<file path="src/rtl/exu_issue.sv">
// exu_issue: issue stage in front of the multi-cycle RV32M/RV32F exu.
// Decodes one op, issues it, waits for completion or timeout, hands to wb.
//
// Ports:
//   clk, rstn              clock, synchronous active-low reset
//   req_valid/req_ready    op handshake from the core (ready only in IDLE)
//   req_inst/src1/src2/rd  raw instruction, operands, destination index
//   ex_sig                 20-bit one-hot op select to the exu
//   ex_src1/ex_src2        operands to the exu
//   ex_out_valid           1-cycle issue pulse
//   ex_result/exception    exu completion data, valid on ex_in_valid
//   ex_in_valid            1-cycle exu completion pulse
//   wb_valid/wb_ready      writeback handshake
//   wb_rd/fp/data/exc      writeback entry
//   wb_illegal/wb_timeout  undecodable op / exu never answered
module exu_issue #(
    parameter int TIMEOUT = 100
) (
    input  logic        clk,
    input  logic        rstn,
    input  logic        req_valid,
    output logic        req_ready,
    input  logic [31:0] req_inst,
    input  logic [31:0] req_src1,
    input  logic [31:0] req_src2,
    input  logic [4:0]  req_rd,
    output logic [19:0] ex_sig,
    output logic [31:0] ex_src1,
    output logic [31:0] ex_src2,
    output logic        ex_out_valid,
    input  logic [31:0] ex_result,
    input  logic [2:0]  ex_exception,
    input  logic        ex_in_valid,
    output logic        wb_valid,
    input  logic        wb_ready,
    output logic [4:0]  wb_rd,
    output logic        wb_fp,
    output logic [31:0] wb_data,
    output logic [2:0]  wb_exception,
    output logic        wb_illegal,
    output logic        wb_timeout
);

    typedef enum logic [1:0] {
        IDLE  = 2'd0,
        ISSUE = 2'd1,
        WAIT  = 2'd2,
        RESP  = 2'd3
    } state_t;

    // WAIT lasts at most TIMEOUT cycles: counter values 0..TIMEOUT-1
    localparam logic [7:0] CNT_LAST = 8'(TIMEOUT - 1);

    state_t      state;
    state_t      state_nxt;
    logic [7:0]  cnt;
    logic [6:0]  opcode;
    logic [6:0]  funct7;
    logic [2:0]  funct3;
    logic        is_m;
    logic        is_f;
    logic [19:0] dec_sig;
    logic        dec_fp;
    logic        dec_legal;
    logic        accept;
    logic        unused_inst;

    assign opcode = req_inst[6:0];
    assign funct3 = req_inst[14:12];
    assign funct7 = req_inst[31:25];

    // register specifiers are irrelevant to op selection
    assign unused_inst = ^{req_inst[24:15], req_inst[11:7]};

    assign is_m = (opcode == 7'b0110011) && (funct7 == 7'b0000001);
    assign is_f = (opcode == 7'b1010011);

    always_comb begin
        dec_sig = '0;
        dec_fp  = 1'b0;
        unique case (1'b1)
            is_m: begin
                dec_sig = 20'd1 << funct3;
            end
            is_f && (funct7 == 7'b0000000): begin
                dec_sig[8] = 1'b1;
                dec_fp     = 1'b1;
            end
            is_f && (funct7 == 7'b0000100): begin
                dec_sig[9] = 1'b1;
                dec_fp     = 1'b1;
            end
            is_f && (funct7 == 7'b0001000): begin
                dec_sig[10] = 1'b1;
                dec_fp      = 1'b1;
            end
            is_f && (funct7 == 7'b0001100): begin
                dec_sig[11] = 1'b1;
                dec_fp      = 1'b1;
            end
            is_f && (funct7 == 7'b1010000) && (funct3 == 3'b010): begin
                dec_sig[12] = 1'b1;
            end
            is_f && (funct7 == 7'b1010000) && (funct3 == 3'b001): begin
                dec_sig[13] = 1'b1;
            end
            is_f && (funct7 == 7'b1010000) && (funct3 == 3'b000): begin
                dec_sig[14] = 1'b1;
            end
            is_f && (funct7 == 7'b0010000) && (funct3 == 3'b000): begin
                dec_sig[15] = 1'b1;
                dec_fp      = 1'b1;
            end
            is_f && (funct7 == 7'b0010000) && (funct3 == 3'b001): begin
                dec_sig[16] = 1'b1;
                dec_fp      = 1'b1;
            end
            default: begin
            end
        endcase
    end

    assign dec_legal = |dec_sig;
    assign accept    = req_valid && (state == IDLE);

    assign req_ready    = (state == IDLE);
    assign ex_out_valid = (state == ISSUE);
    assign wb_valid     = (state == RESP);

    always_ff @(posedge clk) begin
        if (!rstn) begin
            state <= IDLE;
        end else begin
            state <= state_nxt;
        end
    end

    always_comb begin
        state_nxt = state;
        case (state)
            IDLE: begin
                if (accept) begin
                    state_nxt = dec_legal ? ISSUE : RESP;
                end
            end
            ISSUE: begin
                state_nxt = WAIT;
            end
            WAIT: begin
                if (ex_in_valid || (cnt == CNT_LAST)) begin
                    state_nxt = RESP;
                end
            end
            RESP: begin
                if (wb_ready) begin
                    state_nxt = IDLE;
                end
            end
            default: begin
                state_nxt = IDLE;
            end
        endcase
    end

    always_ff @(posedge clk) begin
        if (!rstn) begin
            cnt          <= '0;
            ex_sig       <= '0;
            ex_src1      <= '0;
            ex_src2      <= '0;
            wb_rd        <= '0;
            wb_fp        <= 1'b0;
            wb_data      <= '0;
            wb_exception <= '0;
            wb_illegal   <= 1'b0;
            wb_timeout   <= 1'b0;
        end else begin
            case (state)
                IDLE: begin
                    if (accept) begin
                        ex_sig       <= dec_sig;
                        ex_src1      <= req_src1;
                        ex_src2      <= req_src2;
                        wb_rd        <= req_rd;
                        wb_fp        <= dec_fp;
                        wb_data      <= '0;
                        wb_exception <= '0;
                        wb_illegal   <= ~dec_legal;
                        wb_timeout   <= 1'b0;
                    end
                end
                ISSUE: begin
                    cnt <= '0;
                end
                WAIT: begin
                    cnt <= cnt + 8'd1;
                    // a response in the last cycle beats the timeout
                    if (ex_in_valid) begin
                        wb_data      <= ex_result;
                        wb_exception <= ex_exception;
                    end else if (cnt == CNT_LAST) begin
                        wb_timeout <= 1'b1;
                    end
                end
                default: begin
                end
            endcase
        end
    end

endmodule
</file>
<file path="config.mk">
export PLATFORM = sky130hd
export DESIGN_NAME = exu_issue
export DESIGN_NICKNAME = d
export VERILOG_FILES = /design/src/rtl/exu_issue.sv
export SDC_FILE = /design/constraint.sdc
export NUM_CORES = 1
export LEC_CHECK = 0
export ABC_CLOCK_PERIOD_IN_PS = 2200
export BUFFER_PORTS_ARGS = -buffer_cell sky130_fd_sc_hd__buf_2
export CAP_MARGIN = 0
export CORE_MARGIN = 1.5
export CORE_UTILIZATION = 45
export DETAILED_ROUTE_END_ITERATION = 12
export PLACE_DENSITY = 0.8
export RECOVER_POWER = 100
export SLEW_MARGIN = 20
export SYNTH_ARGS = -nofsm -noshare
export SYNTH_HDL_FRONTEND = slang
export SYNTH_SLANG_ARGS = --single-unit
</file>
<file path="constraint.sdc">
create_clock -name clk -period 2.2 [get_ports clk]
set_input_delay 0.22 -clock clk [delete_from_list [all_inputs] [get_ports clk]]
set_output_delay 0.22 -clock clk [all_outputs]
set_load 0.1 [all_outputs]
</file>
Yosys cells after proc, flatten, opt, wreduce, memory -nomap -nowiden
Index checks and enable logic that the tools add are counted.
Widths: inputs -> output; s select.
{ "totals": {"ramBits": 0, "latchBits": 0, "out_inout_bits": 130, "ff_bits": 137, "mem_bits_ro": 0, "memories": 0, "wordCells": 87, "inputBits": 141} }
{ "op_classes": {"div_mod_pow": 0, "n_bitwise": 1, "n_eq_ne": 20, "n_addsub": 1, "n_shift": 1, "mul": 0, "n_mux": 28, "n_lt_le_gt_ge": 0, "n_reduce_logical": 25} }
{ "op_table": {"columns": ["operator", "n"], "rows": [
  ["$mux 32", 2],
  ["$pmux 32 s2", 1],
  ["$pmux 1 s2", 10],
  ["$reduce_or 20->1", 1],
  ["$shl 1x3->20 const A", 1],
  ["$pmux 8 s2", 1],
  ["$eq 7x4->1 const B", 2],
  ["$eq 7x7->1 const B", 2],
  ["$logic_and 1x1->1", 13],
  ["$mux 3", 3],
  ["$add 8x1->8 const B", 1],
  ["$eq 8x7->1 const B", 1],
  ["$mux 2", 4],
  ["$mux 8", 1],
  ["$ne 2x2->1 const B", 4],
  ["$pmux 2 s4", 1],
  ["$eq 7x1->1 const B", 1],
  ["$eq 7x3->1 const B", 1],
  ["$eq 7x5->1 const B", 1],
  ["$eq 7x6->1 const B", 1],
  ["$logic_not 7->1", 1],
  ["$pmux 3 s2", 1],
  ["$reduce_and 3->1", 2],
  ["$reduce_or 6->1", 1],
  ["other kinds (13)", 19]
]} }

Depth between registers and ports, before layout
{ "depth": {"word_depth": 8, "mapped_depth": 8, "ltp_nobuf": 7} }

Worst setup path before layout
Ideal clock, no wire load.
{ "synth_timing": {"path_type": "register to register", "from": "register state[0]", "to": "register wb_data[10]", "arrival_ns": 2.361, "synth_period_minus_slack_ns": 2.431, "path_slack_ns": -0.231, "n_path_buf": 1, "path_stages_with_launch": 8, "required_ns": 2.130, "path_cell_list": "dfxtp_1 -> inv_1 -> ha_1 -> nor2_1 -> nor3_2 -> clkbuf_1 -> nand3_1 -> a21oi_1"} }
{ "synth_between": {"elab_chain_len": 4, "word_cells_on_any_way": 8, "cone_classes": "eq/ne (3); mux (1); reduce/logical (4)"} }
{ "synth_rtl": {"columns": ["item", "line", "source"], "rows": [
  ["start, declared", "54", "state_t state;"],
  ["start signal, assigned", "134", "state <= state_nxt;"],
  ["$logic_not 2->1 *", null, null],
  ["net req_ready", "22", "output logic req_ready,"],
  ["$logic_and 1x1->1", "124", "assign accept = req_valid && (state == IDLE);"],
  ["$ne 2x1->1 (no line)", null, null],
  ["$reduce_and 3->1 (no line)", null, null],
  ["end signal, assigned", "199", "wb_data <= ex_result;"],
  ["end, declared", "38", "output logic [31:0] wb_data,"]
]} }
The timed path passes the listed nets; every way through them passes the cells marked *.
A chain may end at the register's enable or synchronous reset.

Worst setup path in the final report
{ "layout_timing": {"from": "register state[1]", "to": "register wb_data[22]"} }
{ "layout_between": {"elab_chain_len": 4, "word_cells_on_any_way": 8, "cone_classes": "eq/ne (3); mux (1); reduce/logical (4)"} }
{ "layout_rtl": {"columns": ["item", "line"], "rows": [
  ["$logic_not 2->1", "124, 178"],
  ["$logic_and 1x1->1", "124"],
  ["$ne 2x1->1 (no line)", null],
  ["$reduce_and 3->1 (no line)", null]
]} }
Parallel ways exist; a longest one is shown, timed or not.

==> flow_summary_export.csv <==
group,metric,value,unit
status,outcome,"finished clean",
detailed_routing,drt_iter0_drc,340,
placed_design,gp_routability_congestion,0.796,
timing,maxSlewViolCount,0,
die,ios,271,
grt,grt_antenna_before_repair,1,
detailed_routing,dr.pass1.iters,5,
timing,hold_viol_final,0,
worst_setup_path,r2r_slack,0.25,ns
grt,overflow,0,
placed_design,dp.cells,987,
die,fp.dieW,110,um
final_layout,multi_input_area,2190,um^2
timing,worst_hold_slack,0.0467,ns
detailed_routing,wl,14200,um
worst_hold_path,hp-start,"req_src1[26]",
placed_design,portBuffers,252,
timing,slew_headroom,0.164,
power_and_ir_drop,irDropWorstVdd,1.64,mV
die,core_area,10900,um^2
final_layout,nets,1012,
detailed_routing,ant_nets,0,
synthesis,synth_area,5100,um^2
clock_network,h-tree-depth,4,
worst_setup_path,r2r-start,"state[1]",
timing,fin_crit_sh,0.884,
die,num_rows,38,
detailed_routing,drc,0,
worst_setup_path,crit_chain,"inv_1 > ha_1 > nor2b_1 > or3_1 > buf_4 > nand2_1 > a21oi_1",
power_and_ir_drop,power_per_cell_area,1540,nW/um^2
job,cap_violations,0,
timing,grt_setup_unrepaired,"no",
synthesis,synth_area_leaders,"dfxtp_1 (53%), nand2_1 (14%), a21oi_1 (12%)",
synthesis,synth_edf_count,0,
grt,grt_use_total,0.233,
timing,skew,0.00620,ns
die,fp.dieH,110,um
power_and_ir_drop,leakagePower,2.73,nW
detailed_routing,vias_per_cell,5.07,
worst_setup_path,cp.arrival,2.28,ns
clock_network,clk_latency,0.41,ns
grt,grt_max_degree,52,
clock_network,postCtsSetupBuffers,0,
synthesis,synth_cell_types,50,
worst_setup_path,worst_setup_path_end_kind,"flop",
timing,fmax,0.514,GHz
final_layout,num-fill-cells,1041,
clock_network,cts_tree,"yes",
synthesis,postSynthCellCount,631,
worst_setup_path,slowest_delay,0.37,ns
worst_setup_path,worstSetupStartpoint,"state[1]",
clock_network,holdBufCountCts,0,
final_layout,syn_to_final_growth,36.8,%
synthesis,synth_top_area_frac,0.525,
clock_network,clock_path_buffers,2,
worst_setup_path,crit_slowest_cell,"nor2b_1",
detailed_routing,wl_per_cell,14.0,um
detailed_routing,vias,5162,
timing,worst_pin_slew,1.26,ns
clock_network,cts.clk_slew.worst_paths,0.06,ns
die,start_util,0.467,
placed_design,dpl.hpwl,10100,um
synthesis,async_flop_share,0,
worst_setup_path,reg2reg_depth,7,
worst_setup_path,critPathLaunchType,"flop",
clock_network,cts_buffers,17,
worst_setup_path,worstPathRequired,2.53,ns
die,fp.dieArea,12000,um^2
timing,min_period,1.95,ns
timing,finalSetupTns,0,ns
grt,grt_pass1_vias,4691,
synthesis,yosysTopAreaCell,"dfxtp_1",
worst_hold_path,hp-class,"in2reg",
synthesis,synth_flop_cell,"dfxtp_1",
synthesis,synth_seq_area_share,0.525,
worst_hold_path,holdPathStages,3,
worst_setup_path,critPathMaxFanout,35,
timing,finalSetupViolCount,0,
clock_network,cts_resized,0,
clock_network,cts_num_sinks,134,
synthesis,ys_ff_latch,134,
final_layout,seqCellArea,2680,um^2
final_layout,fin_cells,1018,
clock_network,cts.root.buffer_cell,"clkbuf_16",
grt,grt_pass1_wl,21600,um
worst_setup_path,critPathKind,"reg2reg",
synthesis,synth_area_per_cell,8.09,um^2
synthesis,yosysWarnings,0,
final_layout,drive_above_1_share,0.205,
## worst max-delay path, delay by kind of cell (launching register included)
family                   cells  cell delay (ns)
flip-flops                   1             0.34
buffers and inverters        2             0.41
AO/OA/AOI/OAI                1             0.15
AND/OR/NAND/NOR              3             0.64
adder cells (fa/ha/maj)      1             0.32
## Yosys cell counts (2+ instances only)
cell and count:
and3_1 2, dfxtp_1 134, a21oi_1 122, buf_6 2
buf_4 3, xor2_1 5, nand4b_1 2, clkbuf_8 2
ha_1 5, inv_1 5, nor4_1 3, nand4_1 6
nand3_1 43, a31oi_1 2, nor3b_1 2, nor2_1 20
a22oi_1 4, clkbuf_1 33, buf_1 5, buf_2 3
o21ai_0 2, nand2_1 197, nor2b_1 2
## metal layers
layer	part of all wire	vias to the layer above	GRT usage
met2	0.49	204	0.405
li1	-	2586	-
met3	0.088	24	0.0812
met5	0.00084	-	0
met1	0.41	2346	0.257
met4	0.017	2	0.0955
## area by class of cell
cell class,count,share of cell area
Clock buffer,19,0.0649
Clock inverter,11,0.0317
Inverter,6,0.00358
Antenna cell,1,0.000358
Timing Repair Buffer,262,0.176
Sequential cell,134,0.384
Tap cell,140,0.0251
Multi-Input combinational cell,445,0.314
## cells by family after synthesis
group                      Yosys count  synth area share
and+or+nand+nor                    294             0.261
AOI/OAI and AO/OA                  137             0.141
DFF                                134             0.525
buffers and inverters               54            0.0495
xor gates and xnor gates             6            0.0103
adders and majority gates            5            0.0123
other                                1          0.000735
## cell usage in the layout (no fill, tap or decap), types with 2 or more instances in the layout
master / count
nand2_1: 196
dfxtp_1: 134
buf_2: 125
clkbuf_1: 124
a21oi_1: 122
nand3_1: 43
nor2_1: 20
clkbuf_16: 17
nand4_1: 6
bufinv_16: 6
inv_1: 5
xor2_1: 5
ha_1: 5
buf_4: 5
a22oi_1: 4
buf_12: 4
nor4_1: 3
o21ai_0: 3
conb_1: 3
clkbuf_2: 3
nor2b_1: 2
and3_1: 2
nor3b_1: 2
a31oi_1: 2
nand4b_1: 2
clkbuf_8: 2
inv_6: 2
clkinvlp_4: 2
## power by group
group	leakage (nW)	internal, mW	switching (mW)
sequential	1.09	2.77	0.178
clock	0.322	2.18	1.04
combinational	1.32	0.719	3.87
total	2.73	5.67	5.08
## state kept, by name (all words and copies together), names as in the netlist
signal / cells
wb_fp: 1
ex_src2: 32
cnt: 8
ex_sig: 17
state: 2
wb_timeout: 1
wb_rd: 5
ex_src1: 32
wb_exception: 3
wb_illegal: 1
wb_data: 32
## final timing paths
path | to
setup / recovery | wb_data[22]
hold / removal | ex_src1[26]
setup reg to reg | wb_data[22]
hold reg to reg | ex_sig[14]
## per-stage QoR
step                setup WS [ns]  area (um^2)  total power, mW   util
CTS                         0.282         7140             10.9  0.653
global placement            0.334         6460             7.66  0.591
floorplan                   0.127         5110             6.81      -
finish                      0.254         6980             10.8  0.639
detailed placement          0.286         6460             7.69  0.591
global route               0.0880         6980             11.2  0.638
Power figures use the tool's default switching activity.
